===== src/rtl/clk_divider_prog.sv =====
// Programmable 50%-duty clock divider with single-cycle rise/fall strobes.
// A ready/valid divisor update takes effect at a half-period boundary, or at once while disabled.
module clk_divider_prog #(
  parameter int unsigned WIDTH       = 32,
  parameter int unsigned DEFAULT_DIV = 32'd250000
) (
  input  logic             clk,
  input  logic             rst_n,
  input  logic             en,
  input  logic             clr,
  input  logic [WIDTH-1:0] div_in,
  input  logic             load_valid,
  output logic             load_ready,
  output logic [WIDTH-1:0] div_active,
  output logic             clkout,
  output logic             rise_tick,
  output logic             fall_tick
);

  localparam logic [WIDTH-1:0] RESET_DIV = WIDTH'(DEFAULT_DIV);
  localparam logic [WIDTH-1:0] CNT_ONE   = WIDTH'(1);
  localparam logic [WIDTH-1:0] CNT_ZERO  = WIDTH'(0);

  logic [WIDTH-1:0] count_r;
  logic [WIDTH-1:0] div_pending_r;
  logic             pending_r;

  logic             bnd_s;
  logic             accept_s;
  logic             apply_s;

  // Decode the half-period boundary, handshake acceptance and divisor application
  always_comb begin
    bnd_s    = en && !clr && (count_r == div_active);
    accept_s = load_valid && !pending_r;
    // Applying only when the counter also restarts keeps count <= div_active
    apply_s  = pending_r && (!en || bnd_s);
  end

  assign load_ready = ~pending_r;

  // Counter, divided clock, strobes and divisor registers
  always_ff @(posedge clk or negedge rst_n) begin
    if (!rst_n) begin
      count_r       <= CNT_ZERO;
      clkout        <= 1'b0;
      rise_tick     <= 1'b0;
      fall_tick     <= 1'b0;
      div_active    <= RESET_DIV;
      div_pending_r <= CNT_ZERO;
      pending_r     <= 1'b0;
    end else begin
      rise_tick <= 1'b0;
      fall_tick <= 1'b0;

      if (clr) begin
        count_r <= CNT_ZERO;
        clkout  <= 1'b0;
      end else if (!en) begin
        if (pending_r) begin
          count_r <= CNT_ZERO;
        end else begin
          count_r <= count_r;
        end
      end else if (bnd_s) begin
        count_r   <= CNT_ZERO;
        clkout    <= ~clkout;
        rise_tick <= ~clkout;
        fall_tick <= clkout;
      end else begin
        count_r <= count_r + CNT_ONE;
      end

      if (apply_s) begin
        div_active <= div_pending_r;
        pending_r  <= 1'b0;
      end else if (accept_s) begin
        div_pending_r <= div_in;
        pending_r     <= 1'b1;
      end else begin
        pending_r <= pending_r;
      end
    end
  end

endmodule


===== config.mk =====
export PLATFORM = sky130hd
export DESIGN_NAME = clk_divider_prog
export DESIGN_NICKNAME = d
export VERILOG_FILES = /design/src/rtl/clk_divider_prog.sv
export SDC_FILE = /design/constraint.sdc
export NUM_CORES = 1
export LEC_CHECK = 0
export CAP_MARGIN = 20
export CORE_MARGIN = 2
export CORE_UTILIZATION = 50
export CTS_CLUSTER_SIZE = 40
export DETAILED_ROUTE_END_ITERATION = 8
export PLACE_DENSITY = 0.79
export REMOVE_ABC_BUFFERS = 1
export SETUP_SLACK_MARGIN = 0.4
export SLEW_MARGIN = 30
export SYNTH_ARGS = -nofsm -noshare
export SYNTH_HDL_FRONTEND = slang
export SYNTH_SLANG_ARGS = --single-unit
export TNS_END_PERCENT = 1

===== constraint.sdc =====
create_clock -name clk -period 3.7 [get_ports clk]
set_clock_uncertainty 0.1 [all_clocks]
set_input_delay 0.37 -clock clk [delete_from_list [all_inputs] [get_ports clk]]
set_output_delay 0.37 -clock clk [all_outputs]
set_load 0.02 [all_outputs]

==> impl_metrics.ini <==
[clock_tree]
cts.repair.resized = 0
cts_made_buffers = 9
tritoncts = built
cts_hold_buf = 1
clkTransAtPathRegs_ns = 0.10
cts.path.max_buffers = 2
clkSinkCount = 100
post-cts-setup-buffers = 0
clock_latency_ns = 0.37
cts.root.buffer_cell = clkbuf_8
htree_num_levels = 3

[grt]
grt.overflow.total = 0
busiest_layer = met2
antenna_found_initial = 0
use_met2_pct = 31.7
use_met3_pct = 4.65
grt_pass1_wl_um = 16700
grt_pass1_vias = 3407
track_usage_pct = 20.7
grt_max_degree = 47
met1_usage_pct = 28.9

[detailed_routing]
via_per_inst = 5.54
drc_errors = 0
routedWlPerCell_um = 16.8
dr.first_iter.drc_count = 210
ant_nets = 0
firstDrtPassIters = 6
vias = 3368
wirelength_um = 10200

[power_and_ir_drop]
power.density_nw_per_um2 = 576
total_power_mw = 3.38
ir_drop_uv = 332
leakagePower_nw = 2.57

[final_layout]
diodes = 0
drive_gt1_share_pct = 21.1
syn2layout_area_growth_pct = 21.6
nets = 512

[logic_synthesis]
syn_inst = 404
syn_area_um2 = 4830
yosys_warnings = 0
async_reset_ff_share_pct = 100
yosysTopAreaCell = dfrtp_1
synth_area_per_cell_um2 = 11.9
synth_top_area_share_pct = 48.2
ys_top_cells_by_area = dfrtp_1 48%, mux2_4 9.3%, mux2_2 7.9%
ys_seq_area_share_pct = 52.0
synth.distinct_cells = 44
yosys_most_used_dff = dfrtp_1
synth-seq-cells = 100
synth_edf_count = 0

[setup_path]
startpoint_type = register
cp.arrival_ns = 2.87
cp_max_fo = 32
cpMaxStageDelayCell = dfstp_2
end_kind = register
crit_chain = xor2_1, nor4_1, and4_1, nand3_2, a21o_4, mux2_4
criticalPathCategory = register to register
r2r_cells = 6
cp.required_ns = 3.86
cp_slowest_stage_delay_ns = 0.57

[timing]
maxSlewHeadroom_pct = 50.2
timing.hold.ws_ns = 0.377
rsz0062_at_grt = false
slew_viol_final = 0
tightest_slew_ns = 0.740
finalCriticalPeriod_ns = 2.72
hold_violations = 0
setup_tns_ns = 0
setup_viol = 0
fin_crit_sh_pct = 73.4
fmax_mhz = 368

[job]
maxCapViolCount = 0

[die]
die_h_um = 102
die_x_um = 102
ios = 73
dieArea_um2 = 10500
rows = 35
start_util_pct = 52.0
core_area_um2 = 9280

[placed_design]
dpl.hpwl_um = 6910
gp_congestion = 0.836
port_buffers = 72

[worst_hold_path]
hold_class = register to register
holdPathStages = 1

[run_status]
status = complete, no violations
[layer usage]
layer / part of all wire [%] / wire [µm]
met5: 0 / 0
met1: 44 / 4460
met4: 2.6 / 269
met2: 48 / 4870
met3: 5.7 / 584
[layout by cell type, fill, tap and decap left out, types with 2 or more instances in the layout]
| master | n |
|---|---|
| nand2_1 | 12 |
| buf_4 | 6 |
| inv_1 | 15 |
| o21ai_0 | 28 |
| a31oi_1 | 4 |
| nor4_1 | 8 |
| clkbuf_8 | 9 |
| clkdlybuf4s50_1 | 71 |
| nand2b_1 | 4 |
| nand4_1 | 5 |
| nor3b_1 | 5 |
| dfrtp_1 | 93 |
| and3_1 | 12 |
| mux2_2 | 34 |
| a21o_1 | 9 |
| xor2_1 | 21 |
| o2bb2ai_1 | 2 |
| xnor2_1 | 12 |
| nor4_2 | 2 |
| or3_1 | 12 |
| a22o_1 | 2 |
| nand3_1 | 20 |
| and4_1 | 2 |
| a21oi_1 | 14 |
| dfstp_2 | 7 |
| nor2_1 | 9 |
| clkinv_2 | 2 |
| mux2_4 | 30 |
| nor3_1 | 7 |
[final cells by class]
class / count / area, µm²
clock buffer: 10 / 128
clock inverter: 6 / 65.1
fill: 749 / 3410
inverter: 15 / 56.3
multi-input combinational: 269 / 2150
sequential: 100 / 2510
tap: 129 / 161
timing repair buffer: 79 / 793
[where the power goes]
group,internal [mW],switching (mW)
clock network,0.314,0.387
registers,1.35,0.214
logic,0.653,0.464
total,2.32,1.07
[flip-flops by register name, indices dropped and copies added, names as in the netlist]
name	cells
fall_tick	1
rise_tick	1
pending_r	1
div_active	32
div_pending_r	32
count_r	32
clkout	1
[synth_stat cells, types with 2 or more instances]
| cell type | number |
|---|---|
| nor4_1 | 8 |
| a31oi_1 | 4 |
| nor3b_1 | 5 |
| nand2b_1 | 4 |
| dfstp_2 | 7 |
| a21o_1 | 9 |
| buf_6 | 4 |
| buf_2 | 5 |
| o2bb2ai_1 | 2 |
| o21ai_0 | 28 |
| nand4_1 | 5 |
| and3_1 | 12 |
| dfrtp_1 | 93 |
| or3_1 | 12 |
| clkbuf_1 | 10 |
| nor4_2 | 2 |
| a22o_1 | 2 |
| nor2_1 | 9 |
| inv_1 | 15 |
| xor2_1 | 21 |
| nor3_1 | 7 |
| nand2_1 | 12 |
| and4_1 | 2 |
| mux2_2 | 34 |
| xnor2_1 | 12 |
| nand3_1 | 20 |
| mux2_4 | 30 |
| a21oi_1 | 14 |
[critical path: cells and delay by family, from the launching register on]
family                    cells  cell delay [ns]
AOI/OAI and AO/OA             1             0.46
xor gates and xnor gates      1             0.06
DFF                           1             0.57
muxes                         1             0.37
and+or+nand+nor               3             1.02
[metrics by stage]
| step | worst slack (ns) | cells | instance area (µm²) | utilization (%) |
|---|---|---|---|---|
| finish | 0.983 | 608 | 5870 | 63.2 |
| global route | 0.834 | 608 | 5870 | 63.2 |
| CTS | 1.00 | 607 | 5840 | 62.9 |
| detailed placement | 0.976 | 590 | 5640 | 60.7 |
| global placement | 1.08 | 590 | 5640 | 60.7 |
| floorplan | 1.17 | 384 | 4710 | - |
[kinds of logic (layout without fill, tap and decap cells)]
family	after synthesis	after routing	synth area share, %
AND/OR/NAND/NOR	104	104	12.4
adder cells (fa/ha/maj)	1	1	0.259
flip-flops	100	100	52.0
buffers and inverters	35	110	3.50
XOR/XNOR	33	33	5.99
AO/OA/AOI/OAI	66	66	8.35
multiplexers	65	65	17.5
[worst paths after layout]
kind / start / end / slack [ns]
max: div_active[7] / div_active[23] / 0.98
min in group asynchronous: rst_n / count_r[9] / 0.43
min reg2reg: clkout / rise_tick / 0.38
max reg2reg: div_active[7] / div_active[23] / 0.98
min: clkout / rise_tick / 0.38
max in group asynchronous: rst_n / div_active[16] / 2.20
No activity file was read; power rests on OpenSTA's default activity.
==> edit 1 (same flow settings) <==
Change the parameter `WIDTH` from 32 to 48.
--- a/src/rtl/clk_divider_prog.sv
+++ b/src/rtl/clk_divider_prog.sv
@@ -2,5 +2,5 @@
 // A ready/valid divisor update takes effect at a half-period boundary, or at once while disabled.
 module clk_divider_prog #(
-  parameter int unsigned WIDTH       = 32,
+  parameter int unsigned WIDTH       = 48,
   parameter int unsigned DEFAULT_DIV = 32'd250000
 ) (
Ports: changed (resized div_active and div_in); port bits go from 73 to 105. The function was not compared with the original's and may differ.
==> edit 1 against the unedited design <==
Setup slack lost 0.30 ns; critical path depth up 1; power grew 73%; clock power rose to 2.6 times the old value; cell area grew 57%; area after synthesis up 53%; sequential cell count grew 48; count of clock-buffer cells in the layout grew 8; wire length grew 82%; critical path type unchanged; highest routed layer unchanged.
==> edit 1: results (changes against the unedited design) <==
stage,metric,value,unit,change
outcome,status,"finished, final reports clean",,
placed_design,placed cells,906,,+54%
finish,largest registers,"count_r: 48 flops, div_active: 48 flops, div_pending_r: 48 flops",,
finish,multi-input gates,444,,+65%
synthesis,post-synthesis sequential area ratio,50.2,%,-1.8 points
synthesis,"top cells by count, synth","141 x dfrtp_1, 77 x mux2_2, 58 x xor2_1",,
grt,met1 GRT Util,32.9,%,+4.0 points
power,LEAKAGE,0.00391,uW,+52%
detailed_routing,Via-to-Cell Ratio,6.07,,+9.5%
synthesis,Cell variety after synth,51,,+16%
synthesis,Synth area leaders,"dfrtp_1 48%, mux2_2 12%, xor2_1 6.9%, mux2_4 4.1%, nor4_1 2.6%",,
detailed_routing,met2 wire length,8750,um,+80%
setup_path,CP Max Fanout,8,,-75%
detailed_routing,DR iter-0 viols,546,,+160%
finish,fraction of area in multi-input gates,37.6,%,+0.92 points
placed_design,Routability Congestion,0.976,,+17%
finish,layout cell share with drive strength beyond 1,20.8,%,-0.29 points
detailed_routing,Met1 Wirelength,7820,um,+75%
grt,met2 Use GR,37.8,%,+6.0 points
synthesis,Seq cells post-synth,148,,+48%
synthesis,post-synthesis mux area share,16.3,%,-1.2 points
clock_tree,H-tree depth,4,,+1
placed_design,Place WS,0.786,ns,-0.190 ns
clock_tree,CTS buffer count,17,,+8
synthesis,Synth Instances,645,,+60%
grt,vias in the first global route,5964,,+75%
clock_tree,CTS clock-pin slew for the worst setup and hold paths,0.06,ns,-0.04 ns
setup_path,CP arrival,3.29,ns,+0.42 ns
setup_path,max incr delay on CP,0.66,ns,+0.09 ns
finish,inverters,15,,unchanged
placed_design,placed cell areas,8610,um2,+53%
finish,clock buffers,18,,+8
placed_design,placed wire-length estimate,12800,um,+86%
grt,global-route wire length before repair,30500,um,+82%
timing,relative slew slack,47.6,%,-2.6 points
finish,number of non-clock buffers in the layout,116,,+47%
finish,Layout clock area frac,6.67,%,+3.4 points
detailed_routing,Via Count,5696,,+69%
finish,Layout area overhead,24.9,%,
detailed_routing,1st-pass router iterations,5,,-1
grt,pin count of the biggest net entering global routing,100,,+110%
grt,GR Util met3,5.90,%,+1.3 points
synthesis,Post-Synth Adder-Cell Area,0.169,%,-0.090 points
finish,NonClk Buf Share,12.4,%,-1.1 points
detailed_routing,Avg WL per Cell,19.8,um,+18%
placed_design,IO Port Bufs,104,,+44%
finish,Register Area,3710,um2,+48%
synthesis,Compound-Gate Fraction of Synth Area,9.06,%,+0.72 points
finish,nets,796,,+55%
setup_path,CP max stage cell,nor4_1,,
floorplanning,area of the core,14500,um2,+56%
clock_tree,clk_lat worst skew,0.43,ns,+0.06 ns
synthesis,post-synthesis xor/xnor area fraction,7.10,%,+1.1 points
finish,Layout fillers,1117,,+49%
## edit 1: report_power, final
group          internal, uW  switching (uW)  leakage [uW]
Clock                  1120             680      0.000292
Sequential             1990             337       0.00184
Combinational           898             821       0.00178
## edit 1: final timing paths
kind / from / end / slack [ns] / depth (start not counted)
setup / recovery: count_r[0]$_DFFE_PN0P_ / count_r[42]$_DFFE_PN0P_ / 0.68 / 7
hold / removal: div_pending_r[26]$_DFFE_PN0P_ / div_active[26]$_DFFE_PN0P_ / 0.40 / 1
setup reg to reg: count_r[0]$_DFFE_PN0P_ / count_r[42]$_DFFE_PN0P_ / 0.68 / 7
hold reg to reg: div_pending_r[26]$_DFFE_PN0P_ / div_active[26]$_DFFE_PN0P_ / 0.40 / 1
max in group asynchronous: rst_n / div_active[4]$_DFFE_PN1P_ / 2.20 / 3
min in group asynchronous: rst_n / div_pending_r[43]$_DFFE_PN0P_ / 0.49 / 2
==> edit 2 (config.mk and constraints unchanged) <==
Without the edit above. Reset style: synchronous (`rst_n`), changed in one clocked block.
--- a/src/rtl/clk_divider_prog.sv
+++ b/src/rtl/clk_divider_prog.sv
@@ -41,5 +41,5 @@
 
   // Counter, divided clock, strobes and divisor registers
-  always_ff @(posedge clk or negedge rst_n) begin
+  always_ff @(posedge clk) begin
     if (!rst_n) begin
       count_r       <= CNT_ZERO;
Behaviour: differs if rst_n is asserted again (counterexample within 4 cycles, from zero or initial values and one cycle with rst_n low); with rst_n held inactive, the same outputs for 4 cycles.
==> edit 2 against the unedited design <==
Synthesized cell count grew 37%; cell area shrank 5.5%; wire length grew 12%; area after synthesis is 4.9% lower; core utilization decreased by 0.23 points; cell count increased by 18%; via count up 22%; setup slack lost 0.034 ns; sequential cell count unchanged; first-iteration DRC count is 54% higher; non-clock buffer count is 2 higher; critical path type unchanged.
Power is not compared: it rests on default switching activity, and its combinational part moved more than twofold at a synthesized area within 25%.
==> edit 2: results (changes against the unedited design) <==
stage,metric,value,unit,change
outcome,status,"finished, final reports clean",,
detailed_routing,WL final,11400,um,+12%
synthesis,"top cells by count, synth","113 x nand2_1, 100 x dfxtp_1, 49 x nand3_1",,
clock_tree,hold-fix buffer count after cts,0,,-1
detailed_routing,Avg WL per Cell,15.9,um,-5.4%
finish,number of non-clock buffers in the layout,81,,+2.5%
setup_path,CP max stage cell,nor3_1,,
finish,multi-input gates,404,,+50%
setup_path,CP startpoint,count_r[19]$_SDFFE_PP0P_,,
finish,inverters,11,,-4
placed_design,Place WS,0.824,ns,-0.152 ns
finish,NonClk Buf Share,14.1,%,+0.61 points
placed_design,placed cell areas,5350,um2,-5.2%
detailed_routing,1st-pass router iterations,7,,+1
setup_path,r2r setup slk,0.95,ns,-0.03 ns
worst_hold_path,HP Start,div_pending_r[27]$_SDFFE_PN0P_,,
grt,vias in the first global route,3766,,+11%
synthesis,Synth area leaders,"dfxtp_1 44%, nand2_1 9.2%, xnor2_1 6.9%, nand3_1 5.3%, a21boi_0 5.2%",,
finish,Layout area overhead,20.8,%,
finish,fraction of area in multi-input gates,43.0,%,+6.3 points
synthesis,Post-synth ARST share,0,%,-100 points
synthesis,"Avg Cell Area, Syn",8.30,um2,-31%
setup_path,CP Max Fanout,16,,-50%
timing,final worst path period share,74.3,%,+0.91 points
grt,Total GRT Usage,23.3,%,+2.6 points
synthesis,post-synthesis xor/xnor area fraction,8.01,%,+2.0 points
finish,Layout fillers,776,,+3.6%
finish,Register Area,2000,um2,-20%
setup_path,max incr delay on CP,0.53,ns,-0.04 ns
finish,nets,645,,+26%
detailed_routing,Via-to-Cell Ratio,5.73,,+3.4%
setup_path,Reg-to-Reg End,count_r[8]$_SDFFE_PP0P_,,
synthesis,Post-Synth Adder-Cell Area,0.272,%,+0.013 points
[edit 2: cell count changes after synthesis, sizes merged, moves of 13 or more]
cell / delta
nand2: +103
dfxtp: +100
dfrtp: -93
mux2: -64
a21boi: +32
nand3: +29
xnor2: +24
nand4: +15
xor2: -15
a21oi: -13
[edit 2: per-layer routing]
layer / global-route usage [%] / routed length [um] / vias up
met3: 5.22 / 778 / 27
li1: - / - / 2037
met5: 0 / 0 / -
met1: 30.9 / 5060 / 1894
met4: 6.64 / 231 / 0
met2: 38.4 / 5350 / 167
[edit 2: power groups by stage]
| stage | Sequential [uW] | Clock [uW] | Combinational (uW) |
|---|---|---|---|
| 2_1_floorplan | 1160 | 0 | 89.7 |
| 3_3_place_gp | 1150 | 0 | 199 |
| 3_5_place_dp | 1150 | 0 | 206 |
| 4_1_cts | 1130 | 716 | 206 |
| 5_1_grt | 1130 | 769 | 225 |
| 6_report | 1130 | 714 | 205 |
